--- src/rtl/addr_counter_defs.sv ---
// Shared constants for the cascadable address counter (nibble width, terminal values).
// REG_DELAY defaults to empty so synthesis sees a plain register assignment.
`ifndef REG_DELAY
`define REG_DELAY
`endif

package addr_counter_defs;

    localparam int NIBBLE_W = 4;

    localparam logic [NIBBLE_W-1:0] NIB_TERM_UP = 4'hF;
    localparam logic [NIBBLE_W-1:0] NIB_TERM_DN = 4'h0;

    // A nibble passes the carry on when it sits at the value that wraps on the next count.
    function automatic logic [NIBBLE_W-1:0] nib_term(input logic up);
        return up ? NIB_TERM_UP : NIB_TERM_DN;
    endfunction

endpackage

--- src/rtl/addr_counter_nibble.sv ---
// One 4-bit slice of the address counter: clear/load/count register plus carry chain link.
`ifndef REG_DELAY
`define REG_DELAY
`endif

module addr_counter_nibble
    import addr_counter_defs::*;
(
    input  logic                clk,
    input  logic                rst_n,
    input  logic                clr_i,
    input  logic                load_i,
    input  logic                cnt_i,
    input  logic                up_i,
    input  logic                carry_i,
    input  logic [NIBBLE_W-1:0] d_i,
    output logic [NIBBLE_W-1:0] q_o,
    output logic                carry_o
);

    logic [NIBBLE_W-1:0] q_q;
    logic [NIBBLE_W-1:0] q_d;

    // clr/load/cnt arrive already mutually exclusive from the top-level decode.
    always_comb begin
        q_d = q_q;
        if (clr_i) begin
            q_d = '0;
        end else if (load_i) begin
            q_d = d_i;
        end else if (cnt_i && carry_i) begin
            q_d = up_i ? (q_q + 4'd1) : (q_q - 4'd1);
        end
    end

    always_ff @(posedge clk or negedge rst_n) begin
        if (!rst_n) begin
            q_q <= '0;
        end else begin
            q_q <= `REG_DELAY q_d;
        end
    end

    assign q_o     = q_q;
    assign carry_o = carry_i & (q_q == nib_term(up_i));

endmodule

--- src/rtl/addr_counter_stage.sv ---
// Cascadable 74S163-style binary address counter feeding the 74S157 A inputs.
// Define ADDR_COUNTER_UPDOWN_EN to add the U_D port and down counting.
module addr_counter_stage
    import addr_counter_defs::*;
#(
    parameter int WIDTH = 16
)
(
    input  logic                         CLK,
    input  logic                         CLR_N,
    input  logic                         SCLR_N,
    input  logic                         LOAD_N,
    input  logic                         ENP,
    input  logic                         ENT,
`ifdef ADDR_COUNTER_UPDOWN_EN
    input  logic                         U_D,
`endif
    input  logic [WIDTH-1:0]             D,
    output logic [WIDTH-1:0]             Q,
    output logic [WIDTH/NIBBLE_W-1:0]    NIB_CO,
    output logic                         RCO
);

    localparam int NIB = WIDTH / NIBBLE_W;

    logic         up;
    logic         clr_act;
    logic         load_act;
    logic         cnt_act;
    logic [NIB:0] carry;

`ifdef ADDR_COUNTER_UPDOWN_EN
    assign up = U_D;
`else
    assign up = 1'b1;
`endif

    assign clr_act  = ~SCLR_N;
    assign load_act = SCLR_N & ~LOAD_N;
    assign cnt_act  = SCLR_N & LOAD_N & ENP;

    // ENT seeds the chain, so each nibble counts only when every lower nibble is terminal.
    assign carry[0] = ENT;

    generate
        for (genvar gi = 0; gi < NIB; gi++) begin : g_nib
            addr_counter_nibble u_nib (
                .clk     (CLK),
                .rst_n   (CLR_N),
                .clr_i   (clr_act),
                .load_i  (load_act),
                .cnt_i   (cnt_act),
                .up_i    (up),
                .carry_i (carry[gi]),
                .d_i     (D[gi*NIBBLE_W +: NIBBLE_W]),
                .q_o     (Q[gi*NIBBLE_W +: NIBBLE_W]),
                .carry_o (carry[gi+1])
            );
            assign NIB_CO[gi] = carry[gi+1];
        end
    endgenerate

    assign RCO = carry[NIB];

endmodule

--- config.mk ---
export PLATFORM = sky130hd
export DESIGN_NAME = addr_counter_stage
export DESIGN_NICKNAME = d
export VERILOG_FILES = /design/src/rtl/addr_counter_defs.sv /design/src/rtl/addr_counter_nibble.sv /design/src/rtl/addr_counter_stage.sv
export SDC_FILE = /design/constraint.sdc
export NUM_CORES = 1
export LEC_CHECK = 0
export BUFFER_PORTS_ARGS = -buffer_cell sky130_fd_sc_hd__buf_2
export CORE_MARGIN = 2
export CORE_UTILIZATION = 40
export DETAILED_ROUTE_END_ITERATION = 8
export PLACE_DENSITY_LB_ADDON = 0.08
export SETUP_SLACK_MARGIN = 0.02
export SYNTH_ARGS = -nofsm -noshare
export SYNTH_HDL_FRONTEND = slang
export SYNTH_HIERARCHICAL = 1
export SYNTH_SLANG_ARGS = --single-unit
--- constraint.sdc ---
create_clock -name CLK -period 2.5 [get_ports CLK]
set_clock_uncertainty 0.05 [all_clocks]
set_input_delay 0.125 -clock CLK [delete_from_list [all_inputs] [get_ports CLK]]
set_output_delay 0.125 -clock CLK [all_outputs]
set_load 0.01 [all_outputs]
== Word level (Yosys, flattened, before mapping) ==
Index checks and enable logic that the tools add are counted.

* Word-level logic and storage cells: 40
* Input port bits: 22
* Register bits after elaboration: 16

* Multiplexer cells: 12
* Bitwise logic cells: 8
* Add/subtract/negate cells: 4
* Reductions and logical operators: 4
* Equality and inequality tests: 8

{| class="wikitable"
|+ Operators by type and width
! operator !! number
|-
| $mux 4 || 12
|-
| $add 4x1->4 const B || 4
|-
| $eq 4x4->1 const B || 4
|-
| $ne 3x1->1 const B || 4
|-
| $and 1x1->1 || 7
|-
| $logic_and 1x1->1 || 4
|-
| $not 1->1 || 1
|}

== Depth between registers and ports, before layout ==
Gate-level depths: netlist of run 1.

* Depth after elaboration: 8
* Gate-level depth with buffers: 11

== By module ==
Netlist of run 1, hierarchy kept.

{| class="wikitable"
|+ Modules (own cells, without submodules)
! module !! area an instance (um^2) !! seq. area each (um^2) !! cells each !! instances
|-
| addr_counter_nibble || 325.3 || 100.1 || 35 || 4
|-
| addr_counter_stage || 31.3 || 0.0 || 5 || 1
|}

== Worst setup path before layout of run 1 ==
No wires, ideal clock.

* Path type: register to register
* Start: register g_nib[0].u_nib.q_q[2]
* End: register g_nib[3].u_nib.q_q[3]
* Cell stages (with the launch flop): 11
* Setup time: 0.096 ns
* Arrival time: 2.860 ns
* Required time: 2.354 ns
* Period minus slack after synthesis: 3.005 ns
* Slack: -0.505 ns
* Cells stage by stage: dfrtp_1 > ha_1 > nand3_1 > a21oi_1 > nand3_1 > a21oi_1 > nand3_1 > a21oi_1 > nand2_2 > or3_1 > o32ai_2

* Longest elaborated chain between the ends: 6

{| class="wikitable"
|+ RTL lines
! element !! line !! RTL
|-
| from (decl) || addr_counter_nibble.sv:21 || <nowiki>logic [NIBBLE_W-1:0] q_q;</nowiki>
|-
| from (signal assigned) || addr_counter_nibble.sv:40 || <nowiki>q_q <= `REG_DELAY q_d;</nowiki>
|-
| $eq 4x4->1 || addr_counter_nibble.sv:45 || <nowiki>assign carry_o = carry_i & (q_q == nib_term(up_i));</nowiki>
|-
| $and 1x1->1 || addr_counter_nibble.sv:45 ||
|-
| via NIB_CO[0] || addr_counter_stage.sv:20 || <nowiki>output logic [WIDTH/NIBBLE_W-1:0] NIB_CO,</nowiki>
|-
| $and 1x1->1 || addr_counter_nibble.sv:45 ||
|-
| via NIB_CO[1] || addr_counter_stage.sv:20 ||
|-
| $and 1x1->1 || addr_counter_nibble.sv:45 ||
|-
| via NIB_CO[2] || addr_counter_stage.sv:20 ||
|-
| $logic_and 1x1->1 || addr_counter_nibble.sv:31 || <nowiki>end else if (cnt_i && carry_i) begin</nowiki>
|-
| $ne 3x1->1 (no source line) || -- ||
|-
| to (signal assigned) || addr_counter_nibble.sv:40 ||
|-
| to (decl) || addr_counter_nibble.sv:21 ||
|}

The timed path passes the listed nets, and every way through them passes these cells.
A chain may end at the register's enable or synchronous reset.

== Final worst setup path of run 1 ==
* Start: register g_nib[0].u_nib.q_q[2]
* End: output NIB_CO[3]

* Longest elaborated chain between the ends: 5

{| class="wikitable"
|+ RTL lines
! element !! line
|-
| $eq 4x4->1 || addr_counter_nibble.sv:45
|-
| $and 1x1->1 (4 in a row) || addr_counter_nibble.sv:45
|-
| to (decl) || addr_counter_stage.sv:20
|}

No other way between the ends.

==> metrics.md, run 1 <==
| Metric | Value |
|---|---|
| Unique masters post-synth | 23 |
| Antenna cell count | 0 |
| Startpoint kind of the worst setup timing path | register |
| Worst slew pin tran | 0.686 ns |
| Ratio of cells with drive above 1 in the final layout | 33.6% |
| Buffers and inverters on the worst path | 2 |
| Max FFs per register | 16 |
| Slowest library cell on the worst path | sky130_fd_sc_hd__dfrtp_1 |
| Startpoint of the most critical register-to-register path | g_nib[0].u_nib/q_o[2]$_DFFE_PN0P_ |
| Min-Delay Path Depth | 3 |
| R2r endpoint | g_nib[3].u_nib/q_o[3]$_DFFE_PN0P_ |
| Min-delay src | D[10] |
| Fmax | 431 MHz |
| Remaining design rule violation count | 0 |
| Total Negative Setup Slacks | 0 ns |
| Initial cell density of the core | 42.9% |
| Maximum number of pins on one net before global-route repair | 33 |
| Compound-gate portion of the synthesized area | 22.2% |
| Count of state elements after synthesis | 16 |
| CP required | 2.33 ns |
| Area added between synthesis and finish | 33.5% |
| Cell family with the largest share of critical-path delay | compound AO/OA/AOI/OAI gates |
| Most area-consuming cells after synthesis | sky130_fd_sc_hd__dfrtp_1 (30%), sky130_fd_sc_hd__a21oi_1 (7.5%), sky130_fd_sc_hd__ha_1 (7.5%) |
| Worst Setup Path Type | reg2out |
| Lkg Pwr | between 0.8 and 0.9 nW |
| Ratio of final minimum period to clock period | slightly above 90% |
| Part of the Yosys area used for sequential elements | approximately 30% |
| First-pass DRT Iterations | 4 |
| Overall routed net length | between 3000 and 4000 um |
| Clock root buffer | sky130_fd_sc_hd__clkbuf_4 |
| Predominant post-synthesis flop cell | sky130_fd_sc_hd__dfrtp_1 |
| Mean Syn Cell Area | 9.19 sq um |
| Leading area contributor after synthesis | sky130_fd_sc_hd__dfrtp_1 |
| Worst-skew pair later-pin latency | between 0.2 and 0.3 ns |
| First-pass GRT wire length | around 5400 um |
| Full die area | 3810 sq um |
| Via count of the first global-routing pass | around 1200 |
| Most frequent cells after synthesis | sky130_fd_sc_hd__a21oi_1 (20), sky130_fd_sc_hd__dfrtp_1 (16), sky130_fd_sc_hd__nand3_1 (12) |
| Number of enable-type register cells in the synthesized netlist | 0 |
| Final-report max-slew violation count | 0 |
| Slew HR | between 50 and 60% |
| Critical Path AT | 2.14 ns |
| Crit path largest cell delay | about 0.4 ns |
| I/O pins | 43 |
| Clk sink count | 16 |
| Final Instance Count excl. Fillers | 255 |
| TritonCTS clock tree | done |
| Fraction of registers with async set or reset after synthesis | 100% |
| Status | finished, final reports clean |
| Worst Hold Endpoint | g_nib[2].u_nib/q_o[2]$_DFFE_PN0P_ |
| Vertical die dimension | 61.7 um |
| CP cell instances | ha_4 -> nand3_1 -> a21oi_4 -> nand3_2 -> a21oi_4 -> nand3_1 -> a21oi_4 -> buf_4 -> nand3_1 -> a21oi_2 -> buf_2 |
| Deepest clock path buffer count | 2 |
| Worst min-delay path class | in2reg |
| Setup slack, reg-to-reg | roughly 0.32 ns |
| Synth Area in Simple Gates | a little under a quarter |
| Floorplan Core Area | 3100 sq um |
| Port Buffer Count | 42 |
| Detail Placement HPWL | 2390 um |
| CTS H-tree lvls | 1 |
| Largest family of logic cells by synthesized area | simple AND/OR/NAND/NOR gates |
| Reg clk slew, reported paths | around 0.090 ns |
| Weighted congestion at the end of routability-driven global placement | 0.801 |
| Total CTS buffers | 3 |
| Area share of the largest cell type after synthesis | 30.0% |
| Gate count after technology mapping | 145 |
| Total congestion overflow after global routing | 0 |
| Crit path capture type | output port |
| Number of vias in the routed layout | 1314 |
| Power density over the cells | 351 nW/um^2 |
| Number of antenna violations at the first check in global routing | 0 |
| Placed cell count | around 250 |
| Final hold viol count | 0 |
| Synthesized-area fraction occupied by xor and xnor cells | 7.89% |
| Worst IR drop on VDD | 0.200 mV |
| Top-count cell post-synth | sky130_fd_sc_hd__a21oi_1 |
| Arithmetic-cell share of the synthesized area counting full adders, half adders and majority gates | 13.5% |
| X dimension of the die | 61.7 um |
| Mux cell area share after synthesis | 0% |
| # setup viols final | 0 |
| Critical path fanouts, max | 5 |
| Avg WL per Cell | 12.8 um |
| Depth of the most critical reg-to-reg path | 10 |
| Final critical path time including I/O delays and setup | around 2.3 ns |
| Net count of the finished layout | between 200 and 250 |
| Number of max-cap violations | 0 |
| Synth warnings | 6 |
| Synthesized area | 1330 sq um |
| Vias per inst | 5.15 |
| Iteration-0 DRC Markers | 45 |
| Residual antenna-violating net count after detailed routing | 0 |
| All-layer global routing usage | 18.9% |
| # rows | 20 |
## how the worst max path moves through the flow
| stage | start | end | slack (ns) | cells past startpoint |
|---|---|---|---|---|
| global placement | g_nib[0].u_nib/q_o[2]$_DFFE_PN0P_ | g_nib[3].u_nib/q_o[3]$_DFFE_PN0P_ | 0.23 | 10 |
| finish | g_nib[0].u_nib/q_o[2]$_DFFE_PN0P_ | NIB_CO[3] | 0.18 | 11 |
| global route | g_nib[0].u_nib/q_o[2]$_DFFE_PN0P_ | NIB_CO[3] | -0.005 | 11 |
| detailed placement | g_nib[0].u_nib/q_o[2]$_DFFE_PN0P_ | g_nib[3].u_nib/q_o[3]$_DFFE_PN0P_ | 0.13 | 10 |
| floorplan | g_nib[0].u_nib/q_o[2]$_DFFE_PN0P_ | g_nib[3].u_nib/q_o[3]$_DFFE_PN0P_ | 0.05 | 10 |
| CTS | g_nib[0].u_nib/q_o[2]$_DFFE_PN0P_ | RCO | 0.08 | 11 |
## kinds of logic after synthesis
family / Yosys count
xor+xnor: 12
compound gates: 40
simple gates: 54
other cells: 1
flops: 16
buf+inv: 10
fa+ha+maj: 12
## power breakdown
group	switching, mW	internal [mW]	leakage [nW]	total, mW
registers	0.0193	0.273	0.215	0.293
clock network	0.0788	0.0558	0.0138	0.135
logic	0.107	0.0905	0.656	0.198
total	0.206	0.420	0.884	0.625
## worst reg2reg max path, delay by kind of cell (launching register included)
family / cells / cell delay [ns]
adder cells (fa/ha/maj): 1 / 0.16
AO/OA/AOI/OAI: 4 / 0.69
AND/OR/NAND/NOR: 5 / 0.78
flip-flops: 1 / 0.40
## final cells by class
| cell class | count | area (sq um) |
|---|---|---|
| sequential | 16 | 400 |
| fill | 313 | 1320 |
| timing repair buffer | 49 | 265 |
| tap | 44 | 55.1 |
| clock buffer | 3 | 22.5 |
| inverter | 9 | 33.8 |
| multi-input combinational | 134 | 1000 |
## cell usage in the layout (no fill, tap or decap)
cell type                       count
sky130_fd_sc_hd__a21oi_4            3
sky130_fd_sc_hd__and3_2             5
sky130_fd_sc_hd__a21oi_1           16
sky130_fd_sc_hd__ha_4               1
sky130_fd_sc_hd__nor2_1             4
sky130_fd_sc_hd__nor2b_1            8
sky130_fd_sc_hd__a311o_1            4
sky130_fd_sc_hd__a211oi_1           8
sky130_fd_sc_hd__xnor2_1            4
sky130_fd_sc_hd__dlygate4sd3_1      1
sky130_fd_sc_hd__buf_4              6
sky130_fd_sc_hd__clkbuf_4           3
sky130_fd_sc_hd__and2b_2            1
sky130_fd_sc_hd__and3_1             4
sky130_fd_sc_hd__ha_1               7
sky130_fd_sc_hd__inv_1              9
sky130_fd_sc_hd__nor3_1             4
sky130_fd_sc_hd__a22oi_1            4
sky130_fd_sc_hd__nand2_2            4
sky130_fd_sc_hd__nand3_2            1
sky130_fd_sc_hd__nand3_1           11
sky130_fd_sc_hd__nand2_1            4
sky130_fd_sc_hd__xor2_1             8
sky130_fd_sc_hd__conb_1            16
sky130_fd_sc_hd__o32ai_2            4
sky130_fd_sc_hd__or3_1              8
sky130_fd_sc_hd__fa_1               4
sky130_fd_sc_hd__buf_2             42
sky130_fd_sc_hd__a21oi_2            1
sky130_fd_sc_hd__dfrtp_1           16
## routing by layer
layer | wire length (um) | global-route usage, % | part of all wire (%)
met2 | 1590 | 32.8 | 49
met5 | 0 | 0 | 0
met4 | 14 | 5.47 | 0.43
met1 | 1490 | 25.2 | 46
met3 | 161 | 1.86 | 4.9
## what timing repair did
item / 4_1_cts / 5_1_grt
endpoints found under the setup margin: 2 / 2
gates resized for setup: 0 / 3
hold buffers: 1 / 0
setup buffers: 2 / 2
endpoints found under the hold margin: 16 / 0
## per-stage QoR
step                      area, sq um  util (%)  setup WS (ns)  hold WS (ns)  power (mW)
after global placement           1700      54.6          0.225        0.0213       0.478
after floorplan                  1420         -         0.0546        -0.221       0.418
after global routing             1780      57.3       -0.00486        0.0150       0.672
after detailed placement         1700      54.6          0.134        0.0216       0.482
final                            1780      57.3          0.182        0.0221       0.625
after CTS                        1740      56.2         0.0808       0.00942       0.625
Power figures use the tool's default switching activity.
==> run 2: changes to the inputs <==
==> constraint.sdc (replaced) <==
create_clock -name CLK -period 1.9 [get_ports CLK]
set_clock_uncertainty 0.05 [all_clocks]
set_input_delay 0.095 -clock CLK [delete_from_list [all_inputs] [get_ports CLK]]
set_output_delay 0.095 -clock CLK [all_outputs]
set_load 0.01 [all_outputs]
==> run 2 against run 1 <==
Net effect:
- the flow now finishes with violations (setup timing)
- design area up 13%
- core utilization up 7.5 points
- sequential share of layout area down 2.5 points
- largest power group unchanged
- flip-flop and latch count unchanged
- register-to-register slack worse by 0.46 ns
- first-iteration DRC count up 71%
- routed wire length up 11%
- combinational power up 55%
==> metrics.md, run 2 (synthesized netlist as in run 1, its figures left out) <==
| Metric | Value |
|---|---|
| Status | complete, but fails checks |
| Violated checks | setup timing |
| Lkg Pwr | 0.974 nW |
| Top library cells by usage in the layout, fill and taps aside | sky130_fd_sc_hd__buf_2 (41), sky130_fd_sc_hd__conb_1 (16), sky130_fd_sc_hd__a21oi_1 (15), sky130_fd_sc_hd__dfrtp_1 (15), sky130_fd_sc_hd__buf_4 (13) |
| Count of fill cells added during filler insertion | 308 |
| Worst Hold Endpoint | g_nib[3].u_nib/q_o[1]$_DFFE_PN0P_ |
| Commonest non-fill, non-tap cell in the layout | sky130_fd_sc_hd__buf_2 |
| Net Switching | 310 uW |
| All-layer global routing usage | 20.9% |
| Clock network fraction of design power | 26.1% |
| Sequential share of power | between 40% and 50% |
| Post-placement worst setup slack | -0.0942 ns |
| Worst setup margin | -0.180 ns |
| Vertical die dimension | 61.7 um |
| Deepest clock path buffer count | 2 |
| Port Buffer Count | between 40 and 50 |
| FF/Latch Area | 402 sq um |
| Net count of the finished layout | 264 |
| Worst Setup Path Type | reg2out |
| Clk sink count | 16 |
| Worst IR drop on VDD | ~0.25 mV |
| Worst slew pin tran | 0.568 ns |
| Clock root buffer | sky130_fd_sc_hd__clkbuf_4 |
| Number of vias in the routed layout | 1352 |
| Sw Share | 33.3% |
| Power density over the cells | 464 nW/um^2 |
| Full die area | between 3000 and 4000 sq um |
| Total power | 933 uW |
| Initial cell density of the core | 42.9% |
| Startpoint kind of the worst setup timing path | register |
| Total Negative Setup Slacks | -0.827 ns |
| Total congestion overflow after global routing | 0 |
| R2r endpoint | g_nib[3].u_nib/q_o[3]$_DFFE_PN0P_ |
| Depth of the most critical reg-to-reg path | 11 |
| Ratio of cells with drive above 1 in the final layout | 38.9% |
| # setup viols final | 7 |
| Slew HR | 62.2% |
| I/O pins | 43 |
| Min-delay src | D[13] |
| Worst min-delay path class | in2reg |
| Ratio of final minimum period to clock period | 109% |
| First-pass GRT wire length | 5890 um |
| Met2 GRT Util | a little under two fifths |
| Number of antenna violations at the first check in global routing | 0 |
| Final hold viol count | 0 |
| Max FFs per register | 16 |
| Area occupied by multi-input gates | 1060 sq um |
| Antenna cell count | 0 |
| Unrepaired setup endpoints after global routing | yes |
| Grt met3 use | 2.07% |
| First-pass DRT Iterations | 4 |
| Iteration-0 DRC Markers | 77 |
| Vias per inst | 4.95 |
| Area added between synthesis and finish | 51.0% |
| Critical Path AT | 1.94 ns |
| Share of total power in combinational logic | between 30% and 40% |
| Floorplan Core Area | slightly above 3000 sq um |
| Setup slack, reg-to-reg | -0.14 ns |
| Overall routed net length | 3610 um |
| X dimension of the die | 61.7 um |
| TritonCTS clock tree | done |
| Total CTS buffers | 3 |
| Remaining design rule violation count | 0 |
| # rows | 20 |
| Maximum number of pins on one net before global-route repair | 33 |
| CTS H-tree lvls | 1 |
| Crit path capture type | output port |
| Avg WL per Cell | approximately 13 um |
| Min-Delay Path Depth | 3 |
| Detail Placement HPWL | 2610 um |
| Critical path fanouts, max | 2 |
| Global route hottest layer | met2 |
| Startpoint of the most critical register-to-register path | g_nib[0].u_nib/q_o[2]$_DFFE_PN0P_ |
| Worst-skew pair later-pin latency | about 0.30 ns |
| Residual antenna-violating net count after detailed routing | 0 |
| Final critical path time including I/O delays and setup | 2.08 ns |
| Weighted congestion at the end of routability-driven global placement | 0.810 |
| Number of max-cap violations | 0 |
| Fmax | slightly below 500 MHz |
| Internal power contribution | 623 uW |
| Via count of the first global-routing pass | 1346 |
| Reg clk slew, reported paths | 0.11 ns |
| CP required | 1.75 ns |
| Final-report max-slew violation count | 0 |
| Met1 Resource Use GR | 26.0% |
==> run 2: cell types whose count changed in the layout (fill, tap and decap cells not counted), moves of 2 or more <==
cell                            change
sky130_fd_sc_hd__a211oi_1           -2
sky130_fd_sc_hd__a211oi_2           +2
sky130_fd_sc_hd__buf_4              +7
sky130_fd_sc_hd__buf_6              +3
sky130_fd_sc_hd__dlygate4sd3_1      +8
sky130_fd_sc_hd__nand3_1            -3
sky130_fd_sc_hd__nand3_4            +2
==> run 2: area by class of cell <==
type / instances / share of cell area, %
Clock buffer: 4 / 1.80
Inverter: 9 / 1.68
Multi-Input combinational cell: 134 / 52.6
Sequential cell: 16 / 20.0
Tap cell: 44 / 2.74
Timing Repair Buffer: 66 / 21.2
==> run 2: critical path: stages, from the launching register on <==
cell and delay (ns):
sky130_fd_sc_hd__dfrtp_2 0.41, sky130_fd_sc_hd__ha_4 0.15, sky130_fd_sc_hd__nand3_4 0.07, sky130_fd_sc_hd__a21oi_4 0.12, sky130_fd_sc_hd__nand3_2 0.09, sky130_fd_sc_hd__a21oi_4 0.13, sky130_fd_sc_hd__nand3_2 0.09, sky130_fd_sc_hd__a21oi_4 0.14
sky130_fd_sc_hd__buf_6 0.12, sky130_fd_sc_hd__nand3_4 0.06, sky130_fd_sc_hd__a21oi_2 0.12, sky130_fd_sc_hd__buf_2 0.14
==> run 2: how the worst max path moves through the flow <==
| stage | slack (ns) | start | endpoint | cells past startpoint |
|---|---|---|---|---|
| 2_1_floorplan | -0.45 | g_nib[0].u_nib/q_o[1]$_DFFE_PN0P_ | g_nib[3].u_nib/q_o[3]$_DFFE_PN0P_ | 10 |
| 3_3_place_gp | -0.03 | g_nib[0].u_nib/q_o[2]$_DFFE_PN0P_ | g_nib[3].u_nib/q_o[3]$_DFFE_PN0P_ | 10 |
| 3_5_place_dp | -0.09 | g_nib[0].u_nib/q_o[2]$_DFFE_PN0P_ | g_nib[3].u_nib/q_o[3]$_DFFE_PN0P_ | 10 |
| 4_1_cts | -0.23 | g_nib[0].u_nib/q_o[1]$_DFFE_PN0P_ | RCO | 11 |
| 5_1_grt | -0.29 | g_nib[0].u_nib/q_o[1]$_DFFE_PN0P_ | NIB_CO[3] | 11 |
| 6_report | -0.18 | g_nib[0].u_nib/q_o[2]$_DFFE_PN0P_ | RCO | 11 |
==> run 2: per-layer routing <==
metal	share of wire, %	up-vias
li1	-	687
met5	0	-
met2	53	28
met4	0.50	0
met3	3.1	2
met1	43	635
==> run 2: power groups by stage <==
stage | clock network [mW] | logic (mW) | registers (mW)
5_1_grt | 0.264 | 0.344 | 0.386
3_5_place_dp | 0 | 0.275 | 0.389
4_1_cts | 0.253 | 0.299 | 0.382
3_3_place_gp | 0 | 0.265 | 0.387
6_report | 0.243 | 0.307 | 0.383
2_1_floorplan | 0 | 0.158 | 0.400
==> run 2: stage by stage <==
| step | cells | area, sq um | hold slack [ns] | utilization [%] |
|---|---|---|---|---|
| 6_report | 273 | 2010 | 0.0183 | 64.8 |
| 5_1_grt | 273 | 2010 | 0.0263 | 64.8 |
| 4_1_cts | 272 | 1980 | 0.00765 | 63.9 |
| 3_5_place_dp | 258 | 1810 | -0.00788 | 58.3 |
| 3_3_place_gp | 258 | 1810 | -0.00938 | 58.3 |
| 2_1_floorplan | 160 | 1460 | -0.251 | - |
==> run 2: what timing repair did <==
item / in CTS / in global routing
pin swaps: 4 / 2
setup endpoints to repair: 8 / 10
endpoints found under the hold margin: 24 / 0
cloned: 0 / 0
buffers inserted: 1 / 1
hold buffers: 9 / 0
gates resized for setup: 6 / 4
==> run 3: changes to the inputs <==
--- a/config.mk
+++ b/config.mk
@@ -5,6 +5,7 @@
 export SDC_FILE = /design/constraint.sdc
 export NUM_CORES = 1
 export LEC_CHECK = 0
+export ABC_AREA = 1
 export BUFFER_PORTS_ARGS = -buffer_cell sky130_fd_sc_hd__buf_2
 export CORE_MARGIN = 2
 export CORE_UTILIZATION = 40
==> run 3 against run 2 <==
Net effect:
- the flow still finishes with violations (setup timing)
- register-to-register slack gained 0.05 ns
- global-route usage decreased by 2.7 points
- synthesized area rose by 2.9%
- core utilization fell by 7.7 points
- flip-flop and latch count stayed put
- worst setup slack worse by 0.11 ns
- synthesized cell count is 37% higher
- routed wire length is 10% lower
- critical endpoint is now NIB_CO[3]
- die area is 2.7% higher
- sequential power increased by 2%
==> metrics.md, run 3 <==
| Metric | Value |
|---|---|
| Status | complete, but fails checks |
| Violated checks | setup timing |
| Commonest non-fill, non-tap cell in the layout | sky130_fd_sc_hd__nand2_1 |
| Weighted congestion at the end of routability-driven global placement | 0.847 |
| Synthesized area | 1370 sq um |
| Count of fill cells added during filler insertion | 366 |
| Internal power contribution | slightly below 600 uW |
| Vertical die dimension | 62.6 um |
| Total congestion overflow after global routing | 0 |
| Synth warnings | 6 |
| Net count of the finished layout | 298 |
| Clk sink count | 16 |
| Worst Hold Endpoint | g_nib[3].u_nib/q_o[1]$_DFFE_PN0P_ |
| Most area-consuming cells after synthesis | sky130_fd_sc_hd__dfrtp_1 (29%), sky130_fd_sc_hd__nand2_1 (13%), sky130_fd_sc_hd__nor2_1 (8.2%) |
| Net Switching | 335 uW |
| Avg WL per Cell | 10.5 um |
| CP cell instances | ha_4 -> nand3_2 -> o21ba_4 -> nand3_2 -> o21ba_4 -> nand3_2 -> o21ba_4 -> nand3_2 -> o21ba_4 -> buf_6 |
| Part of the Yosys area used for sequential elements | 29.2% |
| Worst IR drop on VDD | 0.330 mV |
| Final critical path time including I/O delays and setup | around 2.2 ns |
| Number of antenna violations at the first check in global routing | 0 |
| Max FFs per register | 16 |
| Met1 WL | roughly 1600 um |
| Predominant post-synthesis flop cell | sky130_fd_sc_hd__dfrtp_1 |
| Reg clk slew, reported paths | 0.10 ns |
| Worst min-delay path class | in2reg |
| Via count of the first global-routing pass | 1295 |
| Startpoint kind of the worst setup timing path | register |
| Area added between synthesis and finish | 38.0% |
| Slowest library cell on the worst path | sky130_fd_sc_hd__dfrtp_1 |
| Launch point of the worst path | g_nib[0].u_nib/q_o[1]$_DFFE_PN0P_ |
| Total Negative Setup Slacks | -0.919 ns |
| Critical Path AT | 2.05 ns |
| Count of state elements after synthesis | 16 |
| Number of enable-type register cells in the synthesized netlist | 0 |
| TritonCTS clock tree | done |
| R2r endpoint | g_nib[3].u_nib/q_o[3]$_DFFE_PN0P_ |
| Most frequent cells after synthesis | sky130_fd_sc_hd__nand2_1 (49), sky130_fd_sc_hd__nor2_1 (30), sky130_fd_sc_hd__inv_1 (26) |
| Clock root buffer | sky130_fd_sc_hd__clkbuf_4 |
| Fmax | 456 MHz |
| Final hold viol count | 0 |
| Crit path largest cell delay | 0.40 ns |
| # rows | 21 |
| Initial cell density of the core | 41.4% |
| Area share of the largest cell type after synthesis | 29.2% |
| Detail Placement HPWL | 2520 um |
| Setup slack, reg-to-reg | -0.09 ns |
| Maximum number of pins on one net before global-route repair | 21 |
| First-pass DRT Iterations | 4 |
| Ratio of final minimum period to clock period | 115% |
| Number of vias in the routed layout | 1412 |
| CTS H-tree lvls | 1 |
| Sw Share | 36.1% |
| X dimension of the die | 62.6 um |
| I/O pins | 43 |
| Unique masters post-synth | 18 |
| Sequential share of power | 42.1% |
| Top-count cell post-synth | sky130_fd_sc_hd__nand2_1 |
| Port Buffer Count | 42 |
| Min-delay src | D[13] |
| # setup viols final | 6 |
| Lkg Pwr | roughly 1.1 nW |
| Worst-skew pair later-pin latency | 0.30 ns |
| Floorplan Core Area | 3310 sq um |
| Worst Setup Path Type | reg2out |
| Remaining design rule violation count | 0 |
| Routed wl met3 | 114 um |
| Top library cells by usage in the layout, fill and taps aside | sky130_fd_sc_hd__nand2_1 (47), sky130_fd_sc_hd__buf_2 (39), sky130_fd_sc_hd__nor2_1 (30) |
| Top metal layer carrying routed signals | met4 |
| Residual antenna-violating net count after detailed routing | 0 |
| Crit path capture type | output port |
| Depth of the most critical reg-to-reg path | 14 |
| Mean Syn Cell Area | 6.89 sq um |
| Startpoint of the most critical register-to-register path | g_nib[0].u_nib/q_o[1]$_DFFE_PN0P_ |
| Gate count after technology mapping | 199 |
| Overall routed net length | 3230 um |
| Worst setup margin | -0.291 ns |
| WL met2 | 1470 um |
| All-layer global routing usage | ~18% |
| Vias per inst | 4.57 |
| Ratio of cells with drive above 1 in the final layout | 32.7% |
| Clock network fraction of design power | a little over a fifth |
| Leading area contributor after synthesis | sky130_fd_sc_hd__dfrtp_1 |
| Deepest clock path buffer count | 2 |
| Unrepaired setup endpoints after global routing | yes |
| CP required | 1.75 ns |
| Fraction of registers with async set or reset after synthesis | 100% |
| Total CTS buffers | 3 |
| Power density over the cells | 491 nW/um^2 |
| Min-Delay Path Depth | 3 |
| Final-report max-slew violation count | 0 |
| Layout Utilization | between 50% and 60% |
| Full die area | about 3900 sq um |
| Antenna cell count | 0 |
| First-pass GRT wire length | about 5800 um |
| Critical path fanouts, max | 2 |
| Number of max-cap violations | 0 |
| Share of total power in combinational logic | 36.1% |
| Iteration-0 DRC Markers | 56 |
[run 3: cell count changes after synthesis, moves of 5 or more]
| cell | previous run | this run |
|---|---|---|
| sky130_fd_sc_hd__inv_1 | 9 | 26 |
| sky130_fd_sc_hd__a21oi_1 | 20 | 8 |
| sky130_fd_sc_hd__a211oi_1 | 8 | 0 |
| sky130_fd_sc_hd__nor2_1 | 4 | 30 |
| sky130_fd_sc_hd__and3_2 | 5 | 0 |
| sky130_fd_sc_hd__nor2b_1 | 8 | 0 |
| sky130_fd_sc_hd__or3_1 | 8 | 0 |
| sky130_fd_sc_hd__nand2_1 | 4 | 49 |
| sky130_fd_sc_hd__nand3_1 | 12 | 20 |
[run 3: worst max-delay path: cells and delay by family, from the launching register on]
kind            cells  cell delay (ns)
flops               1             0.40
fa+ha+maj           1             0.15
buf+inv             1             0.10
compound gates      4             0.90
simple gates        4             0.20
[run 3: through the flow]
stage / cell area, sq um / instances / total power, mW / hold WS (ns) / setup slack [ns]
5_1_grt: 1890 / 309 / 1.02 / 0.0257 / -0.402
6_report: 1890 / 309 / 0.929 / 0.0263 / -0.291
4_1_cts: 1870 / 308 / 0.933 / 0.0194 / -0.310
2_1_floorplan: 1460 / 206 / 0.603 / -0.251 / -0.131
3_3_place_gp: 1780 / 302 / 0.718 / 0.00242 / 0.0147
3_5_place_dp: 1780 / 302 / 0.716 / 0.00187 / -0.0250
[run 3: power groups by stage]
| stage | clock (mW) | sequential [mW] | combinational [mW] |
|---|---|---|---|
| after floorplan | 0 | 0.412 | 0.191 |
| after global placement | 0 | 0.398 | 0.320 |
| after detailed placement | 0 | 0.398 | 0.318 |
| after CTS | 0.213 | 0.392 | 0.328 |
| after global routing | 0.231 | 0.396 | 0.389 |
| final | 0.202 | 0.391 | 0.336 |
[run 3: cell type report]
type | instances | area, sq um | share of cell area [%]
multi-input combinational | 159 | 973 | 51.4
sequential | 16 | 402 | 21.2
inverter | 30 | 113 | 5.95
timing repair buffer | 54 | 322 | 17.0
tap | 46 | 57.6 | 3.04
clock buffer | 4 | 26.3 | 1.39
[run 3: worst max path at each step]
stage          cells after the start  slack, ns                           endpoint
3_3_place_gp                      12       0.01  g_nib[3].u_nib/q_o[1]$_DFFE_PN0P_
2_1_floorplan                     10      -0.13                          NIB_CO[3]
4_1_cts                           10      -0.31                                RCO
5_1_grt                           10      -0.40                          NIB_CO[3]
3_5_place_dp                      12      -0.03  g_nib[3].u_nib/q_o[1]$_DFFE_PN0P_
6_report                          10      -0.29                          NIB_CO[3]
[run 3: cell families after synthesis]
group	synth area share, %
adder cells (fa/ha/maj)	13.1
multiplexers	2.92
flip-flops	29.2
other	0.273
AND/OR/NAND/NOR	32.6
buffers and inverters	8.76
XOR/XNOR	2.55
AO/OA/AOI/OAI	10.6
[run 3: layer usage]
layer / vias up / global-route usage [%]
met1: 626 / 25.3
met2: 25 / 29.4
met4: 0 / 5.83
li1: 757 / -
met5: - / 0
met3: 4 / 2.52
[run 3: timing repair]
action,CTS,global route
buffers inserted,1,1
endpoints found under the hold margin,16,0
pin swaps,5,2
hold buffers,1,0
gates resized for setup,8,6
setup endpoints to repair,7,9
